<file path="src/rtl/red_pitaya_guitar_octaver_mix.sv">
`default_nettype none
// ============================================================================
//  red_pitaya_guitar_octaver_mix
//  Octave-down effect: hysteretic crossing detector, 2-bit divider, peak
//  envelope follower, wet/dry mixer with saturation. Two-stage pipeline.
//  Revision: 1.0
// ============================================================================
module red_pitaya_guitar_octaver_mix #(
    parameter int DW       = 16,
    parameter int VW       = 16,
    parameter int HYST     = 16,
    parameter int DECAY_SH = 10
) (
    input  logic                 clk_i,
    input  logic                 rst_i,
    input  logic                 smp_en_i,
    input  logic signed [DW-1:0] in_sound_i,
    input  logic [1:0]           oct_sel_i,
    input  logic [VW-1:0]        dry_vol_i,
    input  logic [VW-1:0]        wet_vol_i,
    output logic signed [DW-1:0] out_sound_o,
    output logic                 out_valid_o,
    output logic                 edge_o
);

    typedef enum logic [0:0] {ST_NEG = 1'b0, ST_POS = 1'b1} state_t;

    localparam int PW = DW + VW + 2;
    localparam int MW = DW + VW + 1;
    localparam logic signed [DW-1:0] HYST_POS = DW'(HYST);
    localparam logic signed [DW-1:0] HYST_NEG = DW'(-HYST);
    localparam logic signed [DW-1:0] S_MAX    = {1'b0, {(DW-1){1'b1}}};
    localparam logic signed [DW-1:0] S_MIN    = {1'b1, {(DW-1){1'b0}}};
    localparam logic signed [PW-1:0] SAT_MAX  = {{(VW+2){1'b0}}, S_MAX};
    localparam logic signed [PW-1:0] SAT_MIN  = {{(VW+2){1'b1}}, S_MIN};

    state_t                state_q, state_d;
    logic [1:0]            cnt_q, cnt_d;
    logic                  edge_q, edge_d;
    logic [DW-1:0]         env_q, env_d;
    logic [DW-1:0]         abs_d;
    logic                  sign_q, sign_d;
    logic signed [DW-1:0]  dry_s1_q;
    logic                  vld_s1_q;
    logic signed [DW-1:0]  out_q, out_d;
    logic                  out_valid_q;

    logic signed [DW-1:0]  wet_s;
    logic signed [MW-1:0]  prod_dry;
    logic signed [MW-1:0]  prod_wet;
    logic signed [PW-1:0]  sum;
    logic signed [PW-1:0]  shifted;

    // Stage 1: detector, divider, wet sign from post-update state, envelope
    always_comb begin
        state_d = state_q;
        cnt_d   = cnt_q;
        edge_d  = 1'b0;
        if (state_q == ST_NEG && in_sound_i >= HYST_POS) begin
            state_d = ST_POS;
            cnt_d   = cnt_q + 2'd1;
            edge_d  = 1'b1;
        end else if (state_q == ST_POS && in_sound_i <= HYST_NEG) begin
            state_d = ST_NEG;
        end

        case (oct_sel_i)
            2'd0:    sign_d = (state_d == ST_POS);
            2'd1:    sign_d = cnt_d[0];
            default: sign_d = cnt_d[1];
        endcase

        if (in_sound_i == S_MIN)
            abs_d = S_MAX;
        else if (in_sound_i[DW-1])
            abs_d = -in_sound_i;
        else
            abs_d = in_sound_i;

        if (abs_d > env_q)
            env_d = abs_d;
        else
            env_d = env_q - (env_q >> DECAY_SH);
    end

    // Stage 2: full-precision mix, arithmetic shift, clamp to DW
    always_comb begin
        wet_s    = sign_q ? $signed(env_q) : -$signed(env_q);
        prod_dry = MW'(dry_s1_q) * MW'($signed({1'b0, dry_vol_i}));
        prod_wet = MW'(wet_s)    * MW'($signed({1'b0, wet_vol_i}));
        sum      = {prod_dry[MW-1], prod_dry} + {prod_wet[MW-1], prod_wet};
        shifted  = sum >>> VW;
        if (shifted > SAT_MAX)
            out_d = S_MAX;
        else if (shifted < SAT_MIN)
            out_d = S_MIN;
        else
            out_d = shifted[DW-1:0];
    end

    always_ff @(posedge clk_i) begin
        if (rst_i) begin
            state_q     <= ST_NEG;
            cnt_q       <= 2'd0;
            edge_q      <= 1'b0;
            env_q       <= '0;
            sign_q      <= 1'b0;
            dry_s1_q    <= '0;
            vld_s1_q    <= 1'b0;
            out_q       <= '0;
            out_valid_q <= 1'b0;
        end else begin
            edge_q      <= 1'b0;
            vld_s1_q    <= smp_en_i;
            out_valid_q <= vld_s1_q;
            if (smp_en_i) begin
                state_q  <= state_d;
                cnt_q    <= cnt_d;
                edge_q   <= edge_d;
                env_q    <= env_d;
                sign_q   <= sign_d;
                dry_s1_q <= in_sound_i;
            end
            if (vld_s1_q)
                out_q <= out_d;
        end
    end

    assign out_sound_o = out_q;
    assign out_valid_o = out_valid_q;
    assign edge_o      = edge_q;

endmodule
`default_nettype wire

</file>
<file path="config.mk">
export PLATFORM = sky130hd
export DESIGN_NAME = red_pitaya_guitar_octaver_mix
export DESIGN_NICKNAME = d
export VERILOG_FILES = /design/src/rtl/red_pitaya_guitar_octaver_mix.sv
export SDC_FILE = /design/constraint.sdc
export NUM_CORES = 1
export LEC_CHECK = 0
export BUFFER_PORTS_ARGS = -buffer_cell sky130_fd_sc_hd__buf_2
export CORE_MARGIN = 5
export CORE_UTILIZATION = 70
export CTS_CLUSTER_DIAMETER = 100
export DETAILED_ROUTE_END_ITERATION = 8
export GPL_ROUTABILITY_DRIVEN = 0
export PLACE_DENSITY = 0.85
export SLEW_MARGIN = 10
export SYNTH_ARGS = -nofsm -noshare
export SYNTH_HDL_FRONTEND = slang
export SYNTH_SLANG_ARGS = --single-unit
</file>
<file path="constraint.sdc">
create_clock -name clk_i -period 23.7 [get_ports clk_i]
set_input_delay 2.37 -clock clk_i [delete_from_list [all_inputs] [get_ports clk_i]]
set_output_delay 2.37 -clock clk_i [all_outputs]
set_load 0.005 [all_outputs]
</file>
## After elaboration in Yosys (flattened, before gate mapping)

Index checks and enable logic that the tools add are counted.

- Order comparisons: 5
- Equality and inequality tests: 2
- $add $sub $neg: 5
- Multipliers: 2
- Reductions and logical operators: 4
- Multiplexer cells: 11
- Bitwise logic cells: 2

Operator list:

| cell | count |
|---|---|
| $mux W16 | 6 |
| $mul A16 B17 Y33 | 2 |
| $add A33 B33 Y34 | 1 |
| $neg A16 Y16 | 2 |
| $gt A18 B16 Y1 const B | 1 |
| $lt A18 B16 Y1 const B | 1 |
| $eq A16 B16 Y1 const B | 1 |
| $ge A16 B6 Y1 const B | 1 |
| $gt A16 B16 Y1 | 1 |
| $le A16 B5 Y1 const B | 1 |
| $sub A16 B6 Y16 | 1 |
| $mux W1 | 3 |
| $add A2 B1 Y2 const B | 1 |
| $eq A2 B1 Y1 const B | 1 |
| $logic_and A1 B1 Y1 | 2 |
| $logic_not A2 Y1 | 1 |
| $mux W2 | 1 |
| $not A1 Y1 | 2 |
| $pmux W1 S2 | 1 |
| $reduce_or A2 Y1 | 1 |

- Output and inout bits: 18
- Word-level logic and storage cells: 40
- Register bits: 55
- Input port bits: 53

## Longest topological paths before layout

- Depth after elaboration: 7
- Mapped depth: 33
- Depth with buffers taken out: 31

## Worst setup path before layout

OpenSTA, ideal clock, no wires.

- Kind: input-to-reg
- Start: input port dry_vol_i[5]
- End: register out_q[13] (netlist: out_sound_o[13])
- Data required time: 23577 ps
- Setup time: 123 ps
- Buffers on the path: 2
- Data arrival time: 9024 ps
- Cell stages on the path: 26
- Setup slack: 14553 ps
- Path through: clkbuf_1 nand2_1 fa_1 inv_1 fa_1 inv_1 fa_1 fa_1 fa_1 inv_1 fa_1 inv_1 fa_1 inv_1 fa_1 ha_1 and4_1 nor3b_1 a211oi_2 a21oi_2 o21ba_2 o21ai_1 nand2_1 a21boi_4 buf_6 o22ai_1

- Longest elaborated chain between the ends: 5
- Elaborated cells on any way between the ends: 6
- Those cells by class: 1 x add/sub; 1 x mul; 2 x order compare; 2 x mux

Ends and longest elaborated chain:

| what | line | RTL |
|---|---|---|
| start, declared | 19 | `input logic [VW-1:0] dry_vol_i,` |
| $mul A16 B17 Y33 * | 89 | `prod_dry = MW'(dry_s1_q) * MW'($signed({1'b0, dry_vol_i}));` |
| $add A33 B33 Y34 * | 91 | `sum = {prod_dry[MW-1], prod_dry} + {prod_wet[MW-1], prod_wet};` |
| $lt A18 B16 Y1 | 95 | `else if (shifted < SAT_MIN)` |
| $mux W16 | 95 |  |
| $mux W16 * | 93 | `if (shifted > SAT_MAX)` |
| end signal, assigned | 125 | `out_q <= out_d;` |
| end, declared | 45 | `logic signed [DW-1:0] out_q, out_d;` |

Every way passes the cells marked *; elsewhere a longest branch is shown, timed or not.
A chain may end at the register's enable or synchronous reset.

## Worst setup path after layout

- Start: register env_q[0]
- End: register out_q[10] (netlist: out_sound_o[10])

- Longest elaborated chain between the ends: 7
- Elaborated cells on any way between the ends: 8
- Those cells by class: 2 x add/sub; 1 x mul; 2 x order compare; 3 x mux

Ends and longest elaborated chain:

| what | line | RTL |
|---|---|---|
| start, declared | 40 | `logic [DW-1:0] env_q, env_d;` |
| start signal, assigned | 120 | `env_q <= env_d;` |
| $neg A16 Y16 | 88 | `wet_s = sign_q ? $signed(env_q) : -$signed(env_q);` |
| $mux W16 * | 88 |  |
| $mul A16 B17 Y33 * | 90 | `prod_wet = MW'(wet_s) * MW'($signed({1'b0, wet_vol_i}));` |
| $add A33 B33 Y34 * | 91 |  |
| $lt A18 B16 Y1 | 95 |  |
| $mux W16 | 95 |  |
| $mux W16 * | 93 |  |

Marked as above.

==> flow_summary.html <==
<table>
<tr><th>Metric</th><th>Value</th></tr>
<tr><th colspan="2">Outcome</th></tr>
<tr><td>Run status</td><td>finished, final reports clean</td></tr>
<tr><th colspan="2">Floorplan</th></tr>
<tr><td>Core Region</td><td>0.0299 sq mm</td></tr>
<tr><td>Effective utilization at floorplan</td><td>0.714</td></tr>
<tr><td>Full die area</td><td>0.0340 sq mm</td></tr>
<tr><td>Height of the chip</td><td>185 um</td></tr>
<tr><td>Die boundary width</td><td>185 um</td></tr>
<tr><td>Top-Level Pins</td><td>71</td></tr>
<tr><td>Std cell rows</td><td>63</td></tr>
<tr><th colspan="2">GRT</th></tr>
<tr><td>Gr ovfl total</td><td>0</td></tr>
<tr><td>Wire length of the first global-routing pass</td><td>90100 um</td></tr>
<tr><td>Number of global-route vias before repair</td><td>18223</td></tr>
<tr><td>Antenna violations before repair</td><td>1</td></tr>
<tr><td>Tot GR Track Use</td><td>0.333</td></tr>
<tr><td>Maximum number of pins on one net before global-route repair</td><td>56</td></tr>
<tr><th colspan="2">Layout</th></tr>
<tr><td>Total Nets Final</td><td>3154</td></tr>
<tr><td>Area growth from synthesis to layout</td><td>3.44%</td></tr>
<tr><td>Final core utilization</td><td>0.738</td></tr>
<tr><td>Proportion of layout cells with a drive suffix above 1</td><td>0.0584</td></tr>
<tr><th colspan="2">Yosys</th></tr>
<tr><td>Post-synth design cell area</td><td>0.0213 sq mm</td></tr>
<tr><td>Synth Flop Type</td><td>sky130_fd_sc_hd__dfxtp_1</td></tr>
<tr><td>Average cell area after synthesis</td><td>8.85 sq um</td></tr>
<tr><td>Top-count cell post-synth</td><td>sky130_fd_sc_hd__inv_1</td></tr>
<tr><td>FFs w/ async S/R, synth</td><td>0</td></tr>
<tr><td>Distinct cells, synth</td><td>69</td></tr>
<tr><td>Share of synthesized area occupied by flip-flops and latches</td><td>0.0516</td></tr>
<tr><td>Flip-flop and latch count after synthesis</td><td>55</td></tr>
<tr><td>Syn Inst Count</td><td>2409</td></tr>
<tr><td>Yosys top cell by area</td><td>sky130_fd_sc_hd__fa_1</td></tr>
<tr><td>Top-area cell type share of the netlist area</td><td>0.423</td></tr>
<tr><td>Number of enable flip-flop cells after synthesis</td><td>0</td></tr>
<tr><td>Most used standard cells in the synthesized netlist</td><td>sky130_fd_sc_hd__inv_1, sky130_fd_sc_hd__fa_1, sky130_fd_sc_hd__nand2_1</td></tr>
<tr><td>Cells taking the most area after synthesis</td><td>sky130_fd_sc_hd__fa_1, sky130_fd_sc_hd__ha_1, sky130_fd_sc_hd__inv_1</td></tr>
<tr><td>Synthesized net count</td><td>3165</td></tr>
<tr><td>Count of yosys warnings during synthesis</td><td>0</td></tr>
<tr><th colspan="2">Routing</th></tr>
<tr><td>Routed Antenna Nets</td><td>0</td></tr>
<tr><td>Routed length per instance</td><td>19.2 um</td></tr>
<tr><td>Initial DRC count</td><td>1178</td></tr>
<tr><td>Number of vias after detailed routing</td><td>16292</td></tr>
<tr><td>Number of iterations in the first detailed-routing pass</td><td>5</td></tr>
<tr><td>Number of design rule violations left after detail routing</td><td>0</td></tr>
<tr><td>Detail-routed via count per cell</td><td>5.84</td></tr>
<tr><td>Total length of routed wires</td><td>53500 um</td></tr>
<tr><th colspan="2">Placement</th></tr>
<tr><td>Detailed placement HPWL</td><td>44400 um</td></tr>
<tr><td>Port buffer count</td><td>70</td></tr>
<tr><th colspan="2">STA</th></tr>
<tr><td>Final hold violations</td><td>0</td></tr>
<tr><td>Relative max-transition margin</td><td>0.305</td></tr>
<tr><td>Shortest clock period the worst path allows after layout</td><td>10280 ps</td></tr>
<tr><td>Setup TNS</td><td>0 ps</td></tr>
<tr><td>Final clock period utilization by the worst path</td><td>0.434</td></tr>
<tr><td>Slew at the pin with the worst max-slew slack</td><td>1040 ps</td></tr>
<tr><td>Achievable clock frequency</td><td>0.0973 GHz</td></tr>
<tr><td>Final setup violating endpoints</td><td>0</td></tr>
<tr><td>Final slew viol count</td><td>0</td></tr>
<tr><td>Clk_skew</td><td>8.64 ps</td></tr>
<tr><td>RSZ-0062 raised after global routing</td><td>false</td></tr>
<tr><th colspan="2">Clock network</th></tr>
<tr><td>Clock Pin Slew Worst Setup and Hold Paths</td><td>80 ps</td></tr>
<tr><td>Number of gates resized after cts</td><td>0</td></tr>
<tr><td>CTS hold repair buffers</td><td>0</td></tr>
<tr><td>Cts bufs inserted</td><td>5</td></tr>
<tr><td>Clock latency of the later-clocked register in the worst-skew pair</td><td>300 ps</td></tr>
<tr><td>CTS Root Buffer Type</td><td>sky130_fd_sc_hd__clkbuf_16</td></tr>
<tr><td>Longest Clk Path Bufs</td><td>2</td></tr>
<tr><td>Number of buffers added for setup after CTS</td><td>0</td></tr>
<tr><td>Clock tree from TritonCTS</td><td>built</td></tr>
<tr><td>CTS HTree Levels</td><td>2</td></tr>
<tr><td>Total clock sinks</td><td>55</td></tr>
<tr><th colspan="2">Critical path</th></tr>
<tr><td>Worst setup path category</td><td>reg -&gt; reg</td></tr>
<tr><td>Signal arrival time at the worst endpoint</td><td>10500 ps</td></tr>
<tr><td>Crit path max fanout</td><td>20</td></tr>
<tr><td>Highest-delay cell along the critical path</td><td>sky130_fd_sc_hd__xnor2_2</td></tr>
<tr><td>CP startpoint kind</td><td>flip-flop</td></tr>
<tr><td>Longest individual stage delay on the worst path</td><td>850 ps</td></tr>
<tr><td>Crit. End Element</td><td>flip-flop</td></tr>
<tr><td>Worst path most repeated cell</td><td>sky130_fd_sc_hd__fa_1</td></tr>
<tr><td>Required @ worst endpoint</td><td>23930 ps</td></tr>
<tr><th colspan="2">Job</th></tr>
<tr><td>Max-capacitance violation count</td><td>0</td></tr>
<tr><th colspan="2">Hold path</th></tr>
<tr><td>Worst min-delay path category</td><td>reg -&gt; reg</td></tr>
</table>
## worst max-delay path: cells and delay by family (launching register included)
| family | cells | cell delay (ps) |
|---|---|---|
| buffers and inverters | 3 | 170 |
| AOI/OAI and AO/OA | 7 | 2420 |
| and+or+nand+nor | 7 | 1800 |
| xor gates and xnor gates | 1 | 850 |
| DFF | 1 | 560 |
| adders and majority gates | 9 | 4400 |
## registers in the layout, summed over array words and instances, names as in the netlist
signal       cells
sign_q           1
state_q          1
edge_o           1
dry_s1_q        16
cnt_q            2
out_valid_o      1
vld_s1_q         1
env_q           16
out_sound_o     16
## final cells by class
class | instances | area [sq um]
multi-input combinational | 1657 | 17600
antenna | 1 | 2.50
tap | 390 | 488
fill | 2083 | 7820
inverter | 596 | 2240
clock inverter | 3 | 27.5
clock buffer | 5 | 125
sequential | 55 | 1100
timing repair buffer | 83 | 448
## cell families (layout without fill, tap and decap cells)
logic type                 Yosys count  in the layout  share of synthesized area
and+or+nand+nor                    716            716                      0.166
adders and majority gates          703            703                      0.571
buffers and inverters              697            687                      0.123
AOI/OAI and AO/OA                  167            167                     0.0572
DFF                                 55             55                     0.0516
xor gates and xnor gates            46             46                     0.0189
muxes                               25             25                     0.0120
other                                0              1                          0
## per-stage QoR
step | hold slack [ps] | instances | setup slack, ps | instance area (sq um)
5_1_grt | 547 | 2790 | 13060 | 22100
3_5_place_dp | 510 | 2781 | 13340 | 21900
4_1_cts | 525 | 2789 | 13600 | 22000
6_report | 521 | 2790 | 13420 | 22100
2_1_floorplan | 471 | 2409 | 14550 | 21300
3_3_place_gp | 483 | 2781 | 13530 | 21900
## placed cells by master (no fill, tap or decap), types with 11 or more instances in the layout
cell / instances
sky130_fd_sc_hd__inv_1: 595
sky130_fd_sc_hd__nand3_1: 14
sky130_fd_sc_hd__nor2_1: 82
sky130_fd_sc_hd__nor2b_1: 63
sky130_fd_sc_hd__o21ai_1: 12
sky130_fd_sc_hd__fa_1: 450
sky130_fd_sc_hd__xnor2_1: 23
sky130_fd_sc_hd__nand4_1: 11
sky130_fd_sc_hd__a211oi_1: 12
sky130_fd_sc_hd__nand2_2: 11
sky130_fd_sc_hd__dfxtp_1: 55
sky130_fd_sc_hd__buf_4: 13
sky130_fd_sc_hd__a21oi_1: 38
sky130_fd_sc_hd__nand2b_1: 15
sky130_fd_sc_hd__a211oi_2: 14
sky130_fd_sc_hd__xor2_1: 18
sky130_fd_sc_hd__ha_1: 253
sky130_fd_sc_hd__buf_2: 70
sky130_fd_sc_hd__nand2_1: 296
sky130_fd_sc_hd__nor3_1: 13
sky130_fd_sc_hd__mux2i_1: 21
sky130_fd_sc_hd__o21ai_0: 20
sky130_fd_sc_hd__and2_1: 173
## worst paths after layout
kind	start	to	slack (ps)	cells past startpoint
max	env_q[0]$_SDFFE_PP0P_	out_sound_o[10]$_SDFFE_PP0P_	13420	27
min	out_sound_o[6]$_SDFFE_PP0P_	out_sound_o[6]$_SDFFE_PP0P_	520	2
min reg2reg	out_sound_o[6]$_SDFFE_PP0P_	out_sound_o[6]$_SDFFE_PP0P_	520	2
max reg2reg	env_q[0]$_SDFFE_PP0P_	out_sound_o[10]$_SDFFE_PP0P_	13420	27
## routing by layer
| layer | wire length, um | vias to the layer above | track usage |
|---|---|---|---|
| li1 | - | 7152 | - |
| met1 | 19100 | 8184 | 0.409 |
| met2 | 27100 | 766 | 0.579 |
| met3 | 3960 | 190 | 0.0430 |
| met4 | 3370 | 0 | 0.171 |
| met5 | 0 | - | 0 |
Power is not shown: default switching activity piles up to over one toggle a cycle in this logic, so the estimate is an artifact.
